===== config.mk =====
export PLATFORM = sky130hd
export DESIGN_NAME = cp2_cmd_sequencer
export DESIGN_NICKNAME = d
export VERILOG_FILES = /design/src/rtl/cp2_cmd_sequencer.sv
export SDC_FILE = /design/constraint.sdc
export NUM_CORES = 1
export LEC_CHECK = 0
export BUFFER_PORTS_ARGS = -buffer_cell sky130_fd_sc_hd__buf_2
export CAP_MARGIN = 40
export CORE_UTILIZATION = 51
export CTS_BUF_LIST = sky130_fd_sc_hd__clkbuf_4 sky130_fd_sc_hd__clkbuf_8
export DETAILED_ROUTE_END_ITERATION = 16
export GPL_ROUTABILITY_DRIVEN = 1
export PLACE_DENSITY_LB_ADDON = 0.2
export SLEW_MARGIN = 10
export SYNTH_ARGS = -nofsm -noshare
export SYNTH_HDL_FRONTEND = slang
export SYNTH_SLANG_ARGS = --single-unit

===== constraint.sdc =====
create_clock -name clock -period 4.5 [get_ports clock]
set_input_delay 0.9 -clock clock [delete_from_list [all_inputs] [get_ports clock]]
set_output_delay 0.9 -clock clock [all_outputs]
set_load 0.02 [all_outputs]

===== src/rtl/cp2_cmd_sequencer.sv =====
// CP2 (GTE) command issue/sequencing controller: per-opcode latency, start/commit strobes, register interlock.
// Optional cycle statistics are enabled by defining CP2_CYCLE_STATS_EN.
module cp2_cmd_sequencer #(
  parameter int CNT_W   = 6,
  parameter int DEF_LAT = 2
) (
  input  logic        clock,
  input  logic        reset_n,
  input  logic        cmd_valid,
  input  logic [5:0]  cmd_funct,
  input  logic        cmd_sf,
  input  logic        cmd_lm,
  input  logic        issue_hold,
  input  logic        reg_access,
  output logic        cmd_ready,
  output logic        CP2_free,
  output logic        reg_stall,
  output logic        gte_start,
  output logic [5:0]  gte_op,
  output logic        gte_sf,
  output logic        gte_lm,
  output logic        gte_commit,
  output logic        illegal_op,
  output logic [31:0] busy_cycles,
  output logic [31:0] cmd_count
);

  typedef enum logic [1:0] {IDLE, RUN, DONE} state_t;

  state_t           state_q, state_d;
  logic [CNT_W-1:0] cnt_q, cnt_d;
  logic [5:0]       op_q, op_d;
  logic             sf_q, sf_d, lm_q, lm_d;
  logic             start_q, start_d, illegal_q, illegal_d;
  logic [CNT_W-1:0] lat_lu;
  logic             accept;

  // Zero marks an undefined function code; no defined command has latency 0.
  function automatic logic [CNT_W-1:0] lat_lookup(input logic [5:0] f);
    case (f)
      6'h01: lat_lookup = CNT_W'(15);
      6'h06: lat_lookup = CNT_W'(8);
      6'h0C: lat_lookup = CNT_W'(6);
      6'h10, 6'h11, 6'h12: lat_lookup = CNT_W'(8);
      6'h13: lat_lookup = CNT_W'(19);
      6'h14: lat_lookup = CNT_W'(13);
      6'h16: lat_lookup = CNT_W'(44);
      6'h1B: lat_lookup = CNT_W'(17);
      6'h1C: lat_lookup = CNT_W'(11);
      6'h1E: lat_lookup = CNT_W'(14);
      6'h20: lat_lookup = CNT_W'(30);
      6'h28: lat_lookup = CNT_W'(5);
      6'h29: lat_lookup = CNT_W'(8);
      6'h2A: lat_lookup = CNT_W'(17);
      6'h2D: lat_lookup = CNT_W'(5);
      6'h2E: lat_lookup = CNT_W'(6);
      6'h30: lat_lookup = CNT_W'(23);
      6'h3D, 6'h3E: lat_lookup = CNT_W'(5);
      6'h3F: lat_lookup = CNT_W'(39);
      default: lat_lookup = '0;
    endcase
  endfunction

  assign lat_lu = lat_lookup(cmd_funct);
  assign accept = cmd_valid & (state_q == IDLE) & ~issue_hold;

  always_comb begin
    state_d   = state_q;
    cnt_d     = cnt_q;
    op_d      = op_q;
    sf_d      = sf_q;
    lm_d      = lm_q;
    start_d   = 1'b0;
    illegal_d = 1'b0;
    case (state_q)
      IDLE: begin
        if (accept) begin
          op_d    = cmd_funct;
          sf_d    = cmd_sf;
          lm_d    = cmd_lm;
          start_d = 1'b1;
          state_d = RUN;
          if (lat_lu == '0) begin
            cnt_d     = CNT_W'(DEF_LAT);
            illegal_d = 1'b1;
          end else begin
            cnt_d = lat_lu;
          end
        end
      end
      RUN: begin
        cnt_d = cnt_q - CNT_W'(1);
        if (cnt_q == CNT_W'(1)) state_d = DONE;
      end
      DONE:    state_d = IDLE;
      default: state_d = IDLE;
    endcase
  end

  always_ff @(posedge clock or negedge reset_n) begin
    if (!reset_n) begin
      state_q   <= IDLE;
      cnt_q     <= '0;
      op_q      <= '0;
      sf_q      <= 1'b0;
      lm_q      <= 1'b0;
      start_q   <= 1'b0;
      illegal_q <= 1'b0;
    end else begin
      state_q   <= state_d;
      cnt_q     <= cnt_d;
      op_q      <= op_d;
      sf_q      <= sf_d;
      lm_q      <= lm_d;
      start_q   <= start_d;
      illegal_q <= illegal_d;
    end
  end

  assign cmd_ready  = (state_q == IDLE);
  assign CP2_free   = (state_q == IDLE);
  // Combinational on purpose: an access in the DONE cycle still waits for the commit.
  assign reg_stall  = reg_access & (state_q != IDLE);
  assign gte_start  = start_q;
  assign illegal_op = illegal_q;
  assign gte_commit = (state_q == DONE);
  assign gte_op     = op_q;
  assign gte_sf     = sf_q;
  assign gte_lm     = lm_q;

`ifdef CP2_CYCLE_STATS_EN
  logic [31:0] busy_q, busy_d, ccount_q, ccount_d;

  always_comb begin
    busy_d   = busy_q;
    ccount_d = ccount_q;
    if (state_q != IDLE) busy_d = busy_q + 32'd1;
    if (accept) ccount_d = ccount_q + 32'd1;
  end

  always_ff @(posedge clock or negedge reset_n) begin
    if (!reset_n) begin
      busy_q   <= '0;
      ccount_q <= '0;
    end else begin
      busy_q   <= busy_d;
      ccount_q <= ccount_d;
    end
  end

  assign busy_cycles = busy_q;
  assign cmd_count   = ccount_q;
`else
  assign busy_cycles = 32'd0;
  assign cmd_count   = 32'd0;
`endif

endmodule


==> impl_metrics.csv, run 1 <==
group,metric,value,unit
outcome,outcome,"completed",
cells_and_area,syn2layout_area_growth,-4.323,%
clock_tree,htreeDepth,1,
clock_tree,holdBufCountCts,0,
worst_setup_path,path_max_fanout,6,
yosys,ys_seq_elements,18,
floorplan,start_util,55.08,%
yosys,synthArstFlopShare,100.0,%
worst_setup_path,cp.arrival,2440,ps
power_and_ir_drop,p_leak,0.9274,nW
routing,drt-total-wl,2859,um
floorplan,rows,20,
routing,avgRoutedWirePerCell,10.36,um
timing,rsz0062_at_grt,"false",
routing,final_antenna_net_count,0,
timing,drv_slew,0,
yosys,yosys-mux-area-fraction,2.954,%
timing,period_share,49.48,%
worst_hold_path,worstHoldPathType,"reg -> reg",
cells_and_area,final_layout_size_suffix_gt1_share,18.97,%
placement,port_buffers,26,
clock_tree,cts_sinks,18,
worst_setup_path,r2r_cells,6,
grt,grt_max_degree,20,
yosys,syn_area,1737,sq um
worst_setup_path,critical_path_required,4710,ps
clock_tree,cts_buffers,3,
yosys,synth_flop_cell,"dfrtp_1",
floorplan,coreArea,3153,sq um
placement,post_dp_cell_area,1625,sq um
floorplan,die_w,60.36,um
yosys,synthAdderAreaFrac,5.043,%
clock_tree,cts_tree,"built",
yosys,ys_types,42,
routing,drc_errors,0,
grt,grt_pass1_vias,996,
run,maxCapViolations,0,
cells_and_area,fin_nets,253,
placement,place_congestion,0.8968,
routing,via_per_inst,4.583,
cells_and_area,antennaDiodeCount,0,
yosys,synth_top_family_by_area,"buffers and inverters",
timing,min_period,2226,ps
worst_setup_path,cp-end-kind,"flop",
power_and_ir_drop,ir_drop,0.00008891,V
clock_tree,clock_latency,300,ps
yosys,yosysWarnings,0,
yosys,synth-xor-area-share,0,%
routing,drt_iter0_markers,35,
cells_and_area,stdcell_count,276,
worst_setup_path,crit_start,"cmd_funct[0]",
grt,overflow,0,
timing,setup-violations-final,0,
placement,hpwl,2251,um
timing,setup_tns,0,ps
yosys,synth-simple-area-share,21.18,%
clock_tree,cts_resized,0,
yosys,ys_seq_area_share,25.94,%
grt,grtUsageTotal,15.72,%
worst_hold_path,hp-start,"gte_lm$_DFFE_PN0P_",
power_and_ir_drop,powerDensity,210.4,nW/um^2
yosys,avgSynthCellArea,8.309,sq um
timing,hold_viol,0,
routing,vias,1265,
yosys,synth_compound_area_share,12.46,%
timing,skew,5.296,ps
cells_and_area,final_area,1662,sq um
clock_tree,clk_pin_slew,100,ps
routing,drt-pass1-iter-count,6,
placement,dp_cells,272,
yosys,synth_cells,209,
floorplan,die_h,60.36,um
grt,antenna_found_initial,0,
floorplan,die-area,3643,sq um
worst_hold_path,hold_depth,2,
clock_tree,clk_root_buffer_cell,"clkbuf_4",
worst_setup_path,cp-start-kind,"primary input",
clock_tree,post_cts_buffers,0,
timing,whs,473.9,ps
floorplan,pin_count,91,
yosys,synth-edff-count,0,
clock_tree,cts_max_path_buffers,2,
worst_setup_path,r2r-start,"state_q[0]$_DFFE_PN0P_",
timing,clock.fmax,0.4491,GHz
worst_setup_path,path_class,"in -> reg",
grt,grt_pass1_wl,4319,um
==> routing by layer <==
metal	global-route usage, %	part of all wire (%)	vias to the layer above
met1	20.67	43	592
met4	5.648	1.1	0
li1	-	-	619
met2	26.06	50	49
met5	0	0	-
met3	2.559	5.4	5
==> placed cells by master, fill, tap and decap left out, types with 2 or more instances in the layout <==
cell | netlist | final
nand3_1 | 5 | 5
inv_1 | 6 | 6
nand2b_1 | 5 | 5
nand3b_1 | 2 | 2
nand2_1 | 31 | 31
nor2b_1 | 4 | 4
or2_2 | 2 | 2
conb_1 | 1 | 64
o22ai_1 | 3 | 3
a21oi_1 | 6 | 6
a211oi_1 | 2 | 2
or3_1 | 2 | 2
nor3_1 | 2 | 2
nor2_1 | 6 | 6
or3b_2 | 3 | 3
clkbuf_4 | 0 | 3
mux2i_1 | 4 | 4
buf_2 | 1 | 26
nor4_1 | 2 | 2
ha_1 | 7 | 7
o21ai_0 | 11 | 11
dfrtp_1 | 18 | 18
==> stage by stage <==
stage	total power (W)	worst slack [ps]	utilization, %
2_1_floorplan	0.0002819	2298	-
3_3_place_gp	0.0002529	1972	51.55
3_5_place_dp	0.0002522	1952	51.55
4_1_cts	0.0003521	2260	52.70
5_1_grt	0.0003672	2101	52.70
6_report	0.0003496	2274	52.70
==> flip-flops by register name, indices dropped and copies added, names as in the netlist <==
signal	flops
cnt_q	6
gte_lm	1
gte_op	6
gte_sf	1
gte_start	1
illegal_op	1
state_q	2
==> cell usage after synthesis, types with 4 or more instances <==
master / instances / area share (%)
buf_4: 65 / 28
nand2_1: 31 / 6.7
dfrtp_1: 18 / 26
o21ai_0: 11 / 3.2
ha_1: 7 / 5.0
a21oi_1: 6 / 1.7
inv_1: 6 / 1.3
nor2_1: 6 / 1.3
nand2b_1: 5 / 1.8
nand3_1: 5 / 1.4
mux2i_1: 4 / 2.3
nor2b_1: 4 / 1.4
==> kinds of logic (layout without fill, tap and decap cells) <==
kind of cell    Yosys count  in the layout
buf+inv                  77             37
simple gates             69             69
compound gates           32             32
flops                    18             18
fa+ha+maj                 7              7
mux                       5              5
other cells               1             64
==> cell type report <==
cell class              instances  area [sq um]
flip-flops and latches         18         450.4
fillers                       332          1491
repair buffers                 26         130.1
well taps                      44         55.05
inverters                       7         26.28
multi-input cells             177         963.4
clock buffers                   4         36.28
==> power breakdown <==
part / switching, W / internal, W / leakage [nW]
combinational: 0.0000728 / 0.0000158 / 0.675
clock: 0.0000500 / 0.0000493 / 0.0210
sequential: 0 / 0.000162 / 0.231
total: 0.000123 / 0.000227 / 0.927
==> final timing paths <==
path / endpoint / slack [ps]
setup / recovery: cnt_q[1]$_DFFE_PN0P_ / 2270
hold / removal: gte_lm$_DFFE_PN0P_ / 470
setup reg to reg: cnt_q[3]$_DFFE_PN0P_ / 2820
hold reg to reg: gte_lm$_DFFE_PN0P_ / 470
max in group asynchronous: gte_op[4]$_DFFE_PN0P_ / 3700
min in group asynchronous: state_q[1]$_DFFE_PN0P_ / 510
==> critical path: stages <==
cell,delay (ps)
buf_2,130
inv_1,90
ha_1,270
or3b_2,220
o21ai_0,70
a221oi_1,380
nand2_1,140
o31ai_2,240
(Power assumes the default switching activity.)
==> run 2: changes to the inputs <==
--- a/config.mk
+++ b/config.mk
@@ -5,9 +5,10 @@
 export SDC_FILE = /design/constraint.sdc
 export NUM_CORES = 1
 export LEC_CHECK = 0
+export ABC_AREA = 1
 export BUFFER_PORTS_ARGS = -buffer_cell sky130_fd_sc_hd__buf_2
 export CAP_MARGIN = 40
-export CORE_UTILIZATION = 51
+export CORE_UTILIZATION = 43
 export CTS_BUF_LIST = sky130_fd_sc_hd__clkbuf_4 sky130_fd_sc_hd__clkbuf_8
 export DETAILED_ROUTE_END_ITERATION = 16
 export GPL_ROUTABILITY_DRIVEN = 1
==> constraint.sdc (replaced) <==
create_clock -name clock -period 2 [get_ports clock]
set_input_delay 0.4 -clock clock [delete_from_list [all_inputs] [get_ports clock]]
set_output_delay 0.4 -clock clock [all_outputs]
set_load 0.02 [all_outputs]
==> run 2 against run 1 <==
Compared with the run above:
- flip-flop and latch count did not move
- die area rose by 20%
- area after synthesis rose by 2.0%
- clock power rose to 2.9 times the previous value
- critical path depth rose by 4
- total power rose to 5.2 times the previous value
- wire length rose by 3.0%
- global-route usage fell by 1.2 points
- sequential share of layout area fell by 0.95 points
- synthesized cell count rose by 19%
- clock-buffer cell count did not move
- core utilization fell by 7.4 points
==> impl_metrics.csv, run 2 <==
group,metric,value,unit
outcome,outcome,"completed",
yosys,synth_cells,248,
floorplan,rows,22,
routing,drt_iter0_markers,68,
worst_setup_path,max_stage_delay,290,ps
power_and_ir_drop,ir_drop,0.0004322,V
cells_and_area,regArea,450.4,sq um
run,maxCapViolations,0,
floorplan,pin_count,91,
floorplan,die_h,66.19,um
cells_and_area,final_layout_size_suffix_gt1_share,18.08,%
power_and_ir_drop,seq_power_share,32.9,%
worst_setup_path,cp-start-kind,"primary input",
yosys,ys_seq_elements,18,
clock_tree,cts_resized,0,
worst_hold_path,worstHoldPathType,"in -> async",
yosys,avgSynthCellArea,7.144,sq um
worst_setup_path,path_class,"in -> reg",
yosys,synth_flop_cell,"dfrtp_1",
floorplan,die_w,66.19,um
power_and_ir_drop,p_int,0.0009790,W
power_and_ir_drop,power.total,0.001828,W
timing,clock.fmax,0.6710,GHz
timing,min_period,1490,ps
floorplan,start_util,46.64,%
timing,setup-violations-final,0,
clock_tree,htreeDepth,1,
placement,hpwl,2360,um
grt,grtUsageTotal,14.51,%
cells_and_area,fillers,409,
clock_tree,clk_root_buffer_cell,"clkbuf_8",
yosys,synth.most_common_cell,"buf_4",
yosys,yosysTopAreaCell,"buf_4",
worst_setup_path,cpLargestDelayFamily,"simple AND/OR/NAND/NOR gates",
clock_tree,cts_max_path_buffers,2,
cells_and_area,fin_util,45.32,%
placement,place_congestion,0.9097,
routing,drt-total-wl,2944,um
grt,grt_max_degree,21,
yosys,ys_seq_area_share,25.42,%
routing,vias,1391,
timing,rsz0062_at_grt,"false",
power_and_ir_drop,powerDensity,1062,nW/um^2
yosys,yosysWarnings,0,
clock_tree,cts_buffers,3,
worst_setup_path,crit_chain,"buf_2, inv_1, ha_1, nand3_2, nand3_1, nand3_1, nand2_1, nor2_1, nand3_2, nand2_1, nand2_1, nand2_1",
timing,hold_viol,0,
grt,grt_pass1_wl,4912,um
clock_tree,clk_pin_slew,70,ps
power_and_ir_drop,power.switching,0.0008490,W
floorplan,die-area,4381,sq um
clock_tree,holdBufCountCts,0,
power_and_ir_drop,switching_share,46.44,%
yosys,syn_area,1772,sq um
routing,drc_errors,0,
timing,drv_slew,0,
cells_and_area,fin_nets,292,
worst_setup_path,critical_path_required,2140,ps
cells_and_area,antennaDiodeCount,0,
grt,overflow,0,
worst_setup_path,r2r_cells,6,
yosys,synth_common_cells,"buf_4 (68), nand2_1 (53), nor2_1 (24)",
power_and_ir_drop,comb_power_share,51.3,%
timing,period_share,74.52,%
worst_setup_path,worst-path-buf-inv,2,
worst_setup_path,cp.arrival,1630,ps
yosys,synthArstFlopShare,100.0,%
clock_tree,cts_sinks,18,
clock_tree,post_cts_buffers,0,
cells_and_area,syn2layout_area_growth,-2.825,%
routing,final_antenna_net_count,0,
grt,grt_pass1_vias,1082,
worst_setup_path,path_max_fanout,5,
cells_and_area,multi_input_area,928.4,sq um
yosys,synth_top_cell_area_share,28.81,%
routing,avgRoutedWirePerCell,9.229,um
routing,drt-pass1-iter-count,4,
worst_setup_path,cp.depth,12,
clock_tree,clock_latency,250,ps
grt,antenna_found_initial,0,
cells_and_area,final_cell_mix,"conb_1 (64), nand2_1 (53), buf_2 (26)",
routing,via_per_inst,4.361,
clock_tree,cts_tree,"built",
worst_setup_path,cp-end-kind,"flop",
power_and_ir_drop,p_leak,1.038,nW
cells_and_area,final_common_cell,"conb_1",
placement,port_buffers,26,
worst_setup_path,cpMaxStageDelayCell,"ha_1",
yosys,ys_types,25,
yosys,synth-edff-count,0,
timing,skew,3.723,ps
yosys,synthTopCellsByArea,"buf_4 (29%), dfrtp_1 (25%), nand2_1 (11%)",
power_and_ir_drop,p_clk_share,15.7,%
worst_setup_path,cpMostUsedCell,"nand2_1",
floorplan,coreArea,3799,sq um
timing,setup_tns,0,ps
==> run 2: cell families after synthesis <==
group | share of synthesized area [%]
simple gates | 26.55
buf+inv | 35.52
compound gates | 6.851
flops | 25.42
fa+ha+maj | 4.943
xor+xnor | 0.4944
other cells | 0.2117
==> run 2: layer usage <==
metal	vias to the layer above	global-route usage, %	routed length (um)
met4	0	3.191	27
met1	610	20.13	1367
li1	691	-	-
met2	86	22.96	1277
met5	-	0	0
met3	4	3.103	272
==> run 2: path summary, 6_finish.rpt <==
check                                             from                     to  slack [ps]
worst max register to register  state_q[0]$_DFFE_PN0P_   cnt_q[5]$_DFFE_PN0P_         600
worst max-delay path                      cmd_funct[0]   cnt_q[1]$_DFFE_PN0P_         510
worst min-delay path                           reset_n   cnt_q[2]$_DFFE_PN0P_          80
max in group asynchronous                      reset_n   illegal_op$_DFF_PN0_        1620
min in group clock                              cmd_sf     gte_sf$_DFFE_PN0P_         340
worst min register to register   gte_op[2]$_DFFE_PN0P_  gte_op[2]$_DFFE_PN0P_         480
==> run 2: power by group through the flow <==
| stage | Clock (W) | Sequential (W) | Combinational [W] |
|---|---|---|---|
| after CTS | 0.000298 | 0.000602 | 0.000944 |
| after global routing | 0.000317 | 0.000623 | 0.00108 |
| after detailed placement | 0 | 0.000605 | 0.000940 |
| after floorplan | 0 | 0.000699 | 0.000733 |
| after global placement | 0 | 0.000607 | 0.000941 |
| final | 0.000288 | 0.000602 | 0.000939 |
==> run 2: metrics by stage <==
stage	instances	hold slack [ps]	setup WS (ps)	instance area (sq um)
after floorplan	311	104.4	428.5	2008
after detailed placement	315	367.4	269.6	1667
after global routing	319	107.5	392.2	1722
after CTS	319	92.23	525.9	1722
after global placement	315	371.0	280.7	1667
final	319	78.76	509.6	1722
==> run 2: layout make-up <==
type,count,area share (%)
multi-input cells,198,53.92
repair buffers,27,7.994
well taps,48,3.488
flip-flops and latches,18,26.16
inverters,24,5.233
clock buffers,4,3.198
==> run 3: changes to the inputs <==
--- a/config.mk
+++ b/config.mk
@@ -8,7 +8,7 @@
 export ABC_AREA = 1
 export BUFFER_PORTS_ARGS = -buffer_cell sky130_fd_sc_hd__buf_2
 export CAP_MARGIN = 40
-export CORE_UTILIZATION = 43
+export CORE_UTILIZATION = 47
 export CTS_BUF_LIST = sky130_fd_sc_hd__clkbuf_4 sky130_fd_sc_hd__clkbuf_8
 export DETAILED_ROUTE_END_ITERATION = 16
 export GPL_ROUTABILITY_DRIVEN = 1
==> constraint.sdc (replaced) <==
create_clock -name clock -period 1.45 [get_ports clock]
set_input_delay 0.29 -clock clock [delete_from_list [all_inputs] [get_ports clock]]
set_output_delay 0.29 -clock clock [all_outputs]
set_load 0.02 [all_outputs]
==> run 3 against run 2 <==
Compared with the run above:
- critical path depth decreased by 6
- cell count increased by 3.4%
- clock skew increased by 2.2 ps
- core utilization increased by 7.6 points
- register-to-register slack got worse by 480 ps
==> impl_metrics.csv, run 3 (synthesized netlist as in run 2, its figures left out) <==
group,metric,value,unit
clock_tree,htreeDepth,1,
cells_and_area,final_common_cell,"conb_1",
worst_setup_path,cpMaxStageDelayCell,"dfrtp_1",
worst_hold_path,worstHoldPathType,"in -> reg",
worst_setup_path,cpLargestDelayFamily,"flip-flops",
worst_hold_path,hp-start,"cmd_lm",
grt,grt_max_degree,21,
worst_setup_path,path_max_fanout,6,
outcome,outcome,"completed",
cells_and_area,syn2layout_area_growth,3.531,%
worst_setup_path,timing.rr.end,"cnt_q[5]$_DFFE_PN0P_",
timing,drv_slew,0,
cells_and_area,final_layout_size_suffix_gt1_share,23.94,%
routing,via_per_inst,4.385,
power_and_ir_drop,p_int,0.001444,W
worst_setup_path,cp.arrival,1460,ps
worst_hold_path,hold_depth,3,
cells_and_area,fillers,376,
timing,rsz0062_at_grt,"false",
worst_setup_path,r2r_cells,6,
power_and_ir_drop,switching_share,46.09,%
worst_setup_path,cp-end-kind,"flop",
worst_setup_path,crit_start,"state_q[0]$_DFFE_PN0P_",
floorplan,coreArea,3468,sq um
routing,drt-total-wl,3041,um
placement,port_buffers,26,
routing,drt-pass1-iter-count,4,
grt,antenna_found_initial,0,
cells_and_area,multi_input_area,943.4,sq um
power_and_ir_drop,powerDensity,1460,nW/um^2
clock_tree,clk_pin_slew,70,ps
grt,grtUsageTotal,15.65,%
floorplan,rows,21,
floorplan,die-area,4019,sq um
grt,grt_pass1_wl,5023,um
worst_setup_path,path_class,"reg -> reg",
floorplan,die_w,63.40,um
clock_tree,cts_max_path_buffers,2,
power_and_ir_drop,p_clk_share,15.2,%
cells_and_area,fin_util,52.89,%
cells_and_area,antennaDiodeCount,0,
power_and_ir_drop,comb_power_share,53.3,%
worst_setup_path,crit_chain,"nor2_4, nand2_1, inv_2, nor2_2, o31ai_1, o221ai_1",
placement,dp_cells,324,
cells_and_area,regArea,450.4,sq um
power_and_ir_drop,ir_drop,0.0005368,V
timing,min_period,1335,ps
run,maxCapViolations,0,
timing,setup-violations-final,0,
worst_setup_path,worst-path-buf-inv,1,
clock_tree,clk_root_buffer_cell,"clkbuf_8",
clock_tree,cts_tree,"built",
routing,drt_iter0_markers,48,
grt,grt_pass1_vias,1145,
worst_hold_path,min_to,"gte_lm$_DFFE_PN0P_",
placement,post_dp_cell_area,1749,sq um
cells_and_area,final_cell_mix,"conb_1 (64), nand2_1 (53), buf_2 (26)",
power_and_ir_drop,seq_power_share,31.5,%
floorplan,die_h,63.40,um
placement,place_congestion,0.9497,
timing,period_share,92.06,%
power_and_ir_drop,p_leak,1.095,nW
timing,skew,5.886,ps
worst_setup_path,critical_path_required,1570,ps
cells_and_area,final_area,1834,sq um
cells_and_area,stdcell_count,330,
clock_tree,cts_sinks,18,
worst_setup_path,cp-start-kind,"flop",
worst_setup_path,max_stage_delay,420,ps
clock_tree,clock_latency,260,ps
floorplan,pin_count,91,
routing,final_antenna_net_count,0,
timing,hold_viol,0,
routing,drc_errors,0,
floorplan,start_util,51.08,%
routing,avgRoutedWirePerCell,9.215,um
cells_and_area,fin_nets,305,
grt,overflow,0,
power_and_ir_drop,power.switching,0.001235,W
timing,clock.fmax,0.7491,GHz
worst_setup_path,r2r-start,"state_q[0]$_DFFE_PN0P_",
placement,hpwl,2364,um
routing,vias,1447,
clock_tree,cts_buffers,3,
worst_setup_path,rrSetupSlack,120,ps
==> run 3: through the flow <==
stage	hold slack (ps)	power (W)	setup TNS, ps	worst slack [ps]
floorplan	-5.591	0.001983	0	24.13
global placement	247.6	0.002213	-321.8	-125.1
detailed placement	251.7	0.002216	-533.2	-178.3
CTS	228.9	0.002648	0	74.26
global route	242.6	0.002926	0	8.560
finish	227.6	0.002679	0	115.1
==> run 3: power by group through the flow <==
stage               registers [W]  clock network [W]  logic, W
finish                   0.000843           0.000408   0.00143
global route             0.000874           0.000444   0.00161
CTS                      0.000832           0.000418   0.00140
detailed placement       0.000839                  0   0.00138
global placement         0.000839                  0   0.00137
floorplan                0.000968                  0   0.00102
==> run 3: worst max-delay path by stage <==
stage / endpoint / cells past startpoint
2_1_floorplan: cnt_q[5]$_DFFE_PN0P_ / 6
3_3_place_gp: cnt_q[1]$_DFFE_PN0P_ / 14
3_5_place_dp: cnt_q[1]$_DFFE_PN0P_ / 14
4_1_cts: cnt_q[4]$_DFFE_PN0P_ / 8
5_1_grt: cnt_q[4]$_DFFE_PN0P_ / 8
6_report: cnt_q[5]$_DFFE_PN0P_ / 6
==> run 3: timing repair <==
item	CTS	global route
hold endpoints to repair	18	0
setup endpoints to repair	0	3
setup buffers	0	1
resized for setup	0	7
hold buffers	1	0
==> run 3: per-layer routing <==
metal | global-route usage, % | part of all wire [%]
met2 | 24.60 | 42
met5 | 0 | 0
met3 | 1.812 | 9.5
met4 | 7.670 | 1.9
met1 | 21.10 | 46
==> run 3: worst min-delay path, cell delays in order <==
cell and delay (ps):
buf_2 70, nand2_1 40, nand2_1 50
==> run 3: area by class of cell <==
class	count	area share (%)
inverters	24	4.911
repair buffers	40	12.96
multi-input cells	198	51.43
clock buffers	4	3.001
well taps	46	3.138
flip-flops and latches	18	24.56
